<file path="src/rtl/stream_fifo.sv">
// rtl/stream_fifo.sv - ready/valid byte FIFO with occupancy, flags and sticky high-water mark
module stream_fifo #(
    parameter int DATA_W = 8,
    parameter int DEPTH  = 8,
    parameter int CNT_W  = $clog2(DEPTH) + 1
) (
    input  logic              clk,
    input  logic              rst,
    input  logic              flush_i,
    input  logic              s_valid_i,
    output logic              s_ready_o,
    input  logic [DATA_W-1:0] s_data_i,
    output logic              m_valid_o,
    input  logic              m_ready_i,
    output logic [DATA_W-1:0] m_data_o,
    output logic [CNT_W-1:0]  count_o,
    output logic              full_o,
    output logic              empty_o,
    output logic [CNT_W-1:0]  high_water_o
);

    localparam int PTR_W = $clog2(DEPTH);
    localparam logic [PTR_W-1:0] PTR_ONE = 1;
    localparam logic [CNT_W-1:0] CNT_ONE = 1;
    localparam logic [CNT_W-1:0] CNT_MAX = DEPTH;

    logic [DATA_W-1:0] mem_q [DEPTH];
    logic [DATA_W-1:0] mem_d [DEPTH];
    logic [PTR_W-1:0]  wr_ptr_q, wr_ptr_d;
    logic [PTR_W-1:0]  rd_ptr_q, rd_ptr_d;
    logic [CNT_W-1:0]  count_q, count_d;
    logic [CNT_W-1:0]  high_water_q, high_water_d;
    logic              s_ready_q, s_ready_d;
    logic              m_valid_q, m_valid_d;
    logic              full_q, full_d;
    logic              empty_q, empty_d;
    logic              push, pop;

    // Handshakes use only registered flags, so m_ready_i never reaches s_ready_o.
    assign push = s_valid_i & s_ready_q;
    assign pop  = m_valid_q & m_ready_i;

    always_comb begin
        mem_d    = mem_q;
        wr_ptr_d = wr_ptr_q;
        rd_ptr_d = rd_ptr_q;
        count_d  = count_q;
        if (flush_i) begin
            wr_ptr_d = '0;
            rd_ptr_d = '0;
            count_d  = '0;
        end else begin
            if (push) begin
                mem_d[wr_ptr_q] = s_data_i;
                wr_ptr_d        = wr_ptr_q + PTR_ONE;
            end
            if (pop) begin
                rd_ptr_d = rd_ptr_q + PTR_ONE;
            end
            if (push && !pop) begin
                count_d = count_q + CNT_ONE;
            end else if (pop && !push) begin
                count_d = count_q - CNT_ONE;
            end
        end
        full_d       = (count_d == CNT_MAX);
        empty_d      = (count_d == '0);
        s_ready_d    = !full_d;
        m_valid_d    = !empty_d;
        high_water_d = (count_d > high_water_q) ? count_d : high_water_q;
    end

    always_ff @(posedge clk) begin
        if (rst) begin
            mem_q        <= '{default: '0};
            wr_ptr_q     <= '0;
            rd_ptr_q     <= '0;
            count_q      <= '0;
            high_water_q <= '0;
            s_ready_q    <= 1'b1;
            m_valid_q    <= 1'b0;
            full_q       <= 1'b0;
            empty_q      <= 1'b1;
        end else begin
            mem_q        <= mem_d;
            wr_ptr_q     <= wr_ptr_d;
            rd_ptr_q     <= rd_ptr_d;
            count_q      <= count_d;
            high_water_q <= high_water_d;
            s_ready_q    <= s_ready_d;
            m_valid_q    <= m_valid_d;
            full_q       <= full_d;
            empty_q      <= empty_d;
        end
    end

    assign s_ready_o    = s_ready_q;
    assign m_valid_o    = m_valid_q;
    assign m_data_o     = mem_q[rd_ptr_q];
    assign count_o      = count_q;
    assign full_o       = full_q;
    assign empty_o      = empty_q;
    assign high_water_o = high_water_q;

endmodule
</file>
<file path="config.mk">
export PLATFORM = sky130hd
export DESIGN_NAME = stream_fifo
export DESIGN_NICKNAME = d
export VERILOG_FILES = /design/src/rtl/stream_fifo.sv
export SDC_FILE = /design/constraint.sdc
export NUM_CORES = 1
export LEC_CHECK = 0
export CAP_MARGIN = 20
export CORE_MARGIN = 10
export CORE_UTILIZATION = 57
export DETAILED_ROUTE_END_ITERATION = 8
export PLACE_DENSITY = 0.79
export REMOVE_ABC_BUFFERS = 1
export SLEW_MARGIN = 10
export SYNTH_ARGS = -nofsm -noshare
export SYNTH_HDL_FRONTEND = slang
export SYNTH_SLANG_ARGS = --single-unit
</file>
<file path="constraint.sdc">
create_clock -name clk -period 3.45 [get_ports clk]
set_input_delay 0.69 -clock clk [delete_from_list [all_inputs] [get_ports clk]]
set_output_delay 0.69 -clock clk [all_outputs]
set_load 0.02 [all_outputs]
</file>
; ---- Yosys cells after proc, flatten, opt, wreduce, memory -nomap -nowiden
; Index checks and enable logic that the tools add are counted.
[word_totals]
register_bits = 82
latchBits = 0
ram_bits = 0
rom_bits = 0
wordCells = 49
n_memories = 0
[classes]
add_sub_neg = 4
mul = 0
n_div = 0
n_lt_le_gt_ge = 4
eq_ne = 1
shift = 0
mux = 9
n_bitwise = 5
reduce_logical = 10
[op_table]
columns = op, count
row1 = $bwmux 64, 1
row2 = $bmux 8 s3, 1
row3 = $demux 8 s3, 1
row4 = $mux 8, 3
row5 = $mux 4, 3
row6 = $ge 4x4->1 const B, 2
row7 = $not 3->4, 2
row8 = $add 3x1->3 const B, 2
row9 = $add 4x1->4 const B, 1
row10 = $eq 4x4->1 const B, 1
row11 = $gt 4x4->1, 1
row12 = $logic_not 1->1, 4
row13 = $logic_not 4->1, 1
row14 = $lt 4x1->1 const B, 1
row15 = $sub 4x1->4 const B, 1
row16 = $logic_and 1x1->1, 3
row17 = $and 1x1->1, 2
row18 = $reduce_and 2->1, 1
row19 = $reduce_or 2->1, 1
row20 = $not 1->1, 1

; ---- Depth between registers and ports, before layout
; Gate-level depths: netlist (run 1).
[logic_depth]
depth_word = 8
ltp_mapped = 12
depth_no_buf = 12

; ---- Worst setup path after synthesis (run 1)
; Ideal clock, no wire load.
[synth_path]
kind = input-to-reg
start = input m_ready_i
end = register high_water_q[1] (netlist: high_water_o[1])
arrival_ps = 2546
t_required_ps = 3322
slack_ps = 777
stages = 12
n_path_buf = 1
cell_sequence = and2_1 buf_2 nor3_1 or3_1 nand3_2 inv_2 ha_1 nand4_1 o21ai_0 a21oi_1 mux2i_1 nor2_1
[synth_between]
elab_chain_cells = 6
word_cells_on_any_way = 8
cone_classes = order compare: 1 / mux: 3 / bitwise: 1 / reduce/logical: 3
[synth_rtl]
columns = item, line
row1 = start: declaration, 14  ; input logic m_ready_i,
row2 = $and 1x1->1 *, 41  ; assign pop = m_valid_q & m_ready_i;
row3 = $logic_and 1x1->1 / $logic_not 1->1 (equally long branches), "62, 60"
row4 = $mux 4 / $logic_and 1x1->1 (equally long branches), "62, 60"
row5 = $mux 4 *, 60  ; if (push && !pop) begin
row6 = $mux 4 *, 48  ; if (flush_i) begin
row7 = net count_d[3], 31  ; logic [CNT_W-1:0] count_q, count_d;
row8 = $gt 4x4->1 *, 70  ; high_water_d = (count_d > high_water_q) ? count_d : high_water_q;
row9 = end signal: assignment, 89  ; high_water_q <= high_water_d;
row10 = end: declaration, 32  ; logic [CNT_W-1:0] high_water_q, high_water_d;
; The timed path passes the listed nets; every way through them passes the cells marked *.
; A chain may end at the register's enable or synchronous reset.

; ---- Final worst setup path (run 1)
[layout_path]
start = register rd_ptr_q[0]
end = output m_data_o[1]
[layout_between]
elab_chain_cells = 4
[layout_rtl]
columns = item, line
row1 = start: declaration, 30  ; logic [PTR_W-1:0] rd_ptr_q, rd_ptr_d;
row2 = start signal: assignment, 87  ; rd_ptr_q <= rd_ptr_d;
row3 = $not 3->4 (not written as such), 99  ; assign m_data_o = mem_q[rd_ptr_q];
row4 = $bmux 8 s3, 99
row5 = $mux 8 (not written as such) (2 in series), 99
row6 = end: declaration, 15  ; output logic [DATA_W-1:0] m_data_o,
; No other way between the ends. The select of a mux whose other input is x is not followed.

==> out/metrics.yaml, run 1 <==
status: "finished, final reports clean"
grt_pass1_vias: 2552
finalClockSkew_ns: 0.00587
vias_per_cell: 5.60
setup_viol: 0
ant_nets: 0
wl_per_cell_um: 16.5
min_period_over_period_pct: 85.6
cts_tree: "done"
synth_top_area_share_pct: 43.3
setup_tns_ns: 0
cts.sinks: 82
synth-seq-area-share_pct: 43.3
grt_first_pass_wirelength_mm: 13.0
async_reset_ff_share_pct: 0
synth_cell_types: 40
hold_depth: 2
cts_max_level: 3
insertion_delay_ns: 0.34
finalCriticalPeriod_ns: 2.95
yosys-top-cells-area: "dfxtp_1 (43%), mux2i_1 (16%), mux4_2 (9.5%)"
path_cells: "buf_4 -> mux4_2 -> mux2_2 -> clkdlybuf4s50_1"
worst_pin_slew_ns: 0.633
cts_buffers: 9
synth-edff-count: 0
hp-start: "mem_q[63]"
synth_area_um2: 3790
postCtsSetupBuffers: 0
drive_above_1_share_pct: 16.5
report.final.slew_viol_count: 0
drc_errors: 0
postSynthRegisterBits: 82
dr.pass1.iters: 4
num_antenna_cells: 0
root_buffer: "clkbuf_8"
path_class: "reg2out"
synth_common_cells: "dfxtp_1 (82), nor2_1 (73), mux2i_1 (60)"
slew_headroom_pct: 57.7
rows: 29
crit_path_max_incr_delay_ns: 0.55
die-area_um2: 10300
critPathLaunchType: "flop"
first_iter_violations: 138
fillers: 499
fp.dieH_um: 102
crit_fanout: 9
max_freq_mhz: 339
io_pins: 33
coreArea_um2: 6390
wl_mm: 7.87
cts_resized: 0
yosysMostFrequentCell: "dfxtp_1"
antenna_found_initial: 0
grt_remaining_overflow: 0
nets: 416
num_vias: 2673
p_per_area_nw_per_um2: 432
r2r_end: "high_water_o[0]"
whs_endpoint: "mem_q[63]"
drv_cap: 0
synth_cells: 371
utilization_pct: 67.9
rsz0062_at_grt: "no"
cp.arrival_ns: 2.26
clk_pin_slew_ns: 0.08
synth_top_area_cell: "dfxtp_1"
finalHoldViolCount: 0
syn_to_final_growth_pct: 14.5
rrSetupSlack_ns: 0.86
reg2reg_from: "count_o[0]"
p_leak_nw: 1.87
gp_congestion: 0.888
peakVddDrop_mv: 0.263
crit_path_end_kind: "primary output"
rr_worst_depth: 12
grt_use_total_pct: 15.8
die_w_um: 102
initial_utilization_pct: 59.3
avgSynthCellArea_um2: 10.2
hp-class: "reg2reg"
cts.path.max_buffers: 2
synth_flop_cell: "dfxtp_1"
yosysWarnings: 0
required_ns: 2.76
ctsHoldBuffers: 0
io_buffer_count: 32
slowest_stage: "mux4_2"
grt_max_degree: 51
dp_hpwl_mm: 5.35
## how the worst max path moves through the flow
stage | from | endpoint | slack (ns) | cells after the start
after floorplan | m_ready_i | high_water_o[0] | 0.80 | 11
after global placement | m_ready_i | high_water_o[2] | 0.29 | 13
after detailed placement | m_ready_i | high_water_o[0] | 0.19 | 13
after CTS | rd_ptr_q[0] | m_data_o[5] | 0.47 | 4
after global routing | m_ready_i | high_water_o[1] | 0.34 | 13
final | rd_ptr_q[0] | m_data_o[1] | 0.50 | 4
## metrics by stage
step                      area [um^2]  setup WS (ns)  total power, mW  hold WS, ns  std cells
after floorplan                  3650          0.797             1.12        0.427        342
final                            4340          0.497             1.87        0.458        477
after CTS                        4340          0.466             1.89        0.459        477
after global placement           4140          0.292             1.21        0.442        461
after global routing             4340          0.341             1.95        0.472        477
after detailed placement         4140          0.190             1.22        0.448        461
## layout make-up
cell class                 instances  area (um^2)  share of cell area (%)
tap                               77         96.3                    2.22
inverter                          11         41.3                   0.952
timing repair buffer              42          390                    9.00
multi-input combinational        249         1970                    45.4
clock inverter                     4         51.3                    1.18
sequential                        82         1640                    37.9
clock buffer                      12          145                    3.35
## registers in the layout (all words and copies together) (netlist names)
signal,flops
mem_q,64
count_o,4
high_water_o,4
empty_o,1
full_o,1
wr_ptr_q,3
rd_ptr_q,3
m_valid_o,1
s_ready_o,1
## report_power, final
part           leakage [nW]  internal [mW]  switching (mW)
clock                0.0966          0.355           0.323
sequential            0.662          0.962          0.0142
combinational          1.11          0.101           0.119
## per-layer routing
| layer | up-vias | wire (um) | track usage (%) |
|---|---|---|---|
| met2 | 47 | 3670 | 24.5 |
| li1 | 1332 | - | - |
| met1 | 1285 | 3780 | 21.6 |
| met4 | 0 | 114 | 6.43 |
| met3 | 9 | 304 | 2.38 |
| met5 | - | 0 | 0 |
## critical path, delay by kind of cell (launching register included)
kind     cells  cell delay (ns)
mux          2             0.82
flops        1             0.33
buf+inv      2             0.76
## cell usage in the layout (no fill, tap or decap), drive strengths merged
cell / n
mux4: 16
inv: 11
xnor2: 2
clkinvlp: 1
xor2: 2
mux2i: 60
nand2: 19
nor2: 73
and4: 1
mux2: 8
nand3: 17
or3: 3
nand4b: 1
nor2b: 2
a21boi: 2
and2: 2
o21ai: 5
nand4bb: 1
a31oi: 1
a21oi: 12
clkdlybuf4s50: 31
nor4: 1
and3: 1
a31o: 1
bufinv: 1
clkinv: 2
o21bai: 1
buf: 11
a221o: 1
clkbuf: 12
dfxtp: 82
xnor3: 1
ha: 8
nand4: 1
nor3: 7
## cell families (layout without fill, tap and decap cells)
group / count (synthesis) / count (layout) / synth area share, %
flip-flops: 82 / 82 / 43.3
buffers and inverters: 40 / 69 / 4.66
AND/OR/NAND/NOR: 129 / 129 / 16.6
adder cells (fa/ha/maj): 8 / 8 / 2.64
AO/OA/AOI/OAI: 23 / 23 / 3.50
XOR/XNOR: 5 / 5 / 1.52
multiplexers: 84 / 84 / 27.8
(Power assumes the default switching activity.)
==> run 2: changes to the inputs <==
--- a/config.mk
+++ b/config.mk
@@ -8,6 +8,7 @@
 export CAP_MARGIN = 20
 export CORE_MARGIN = 10
 export CORE_UTILIZATION = 57
+export CTS_CLUSTER_SIZE = 30
 export DETAILED_ROUTE_END_ITERATION = 8
 export PLACE_DENSITY = 0.79
 export REMOVE_ABC_BUFFERS = 1
==> results of run 2 <==
The final DEF is identical to that of run 1; final timing and power are the same.
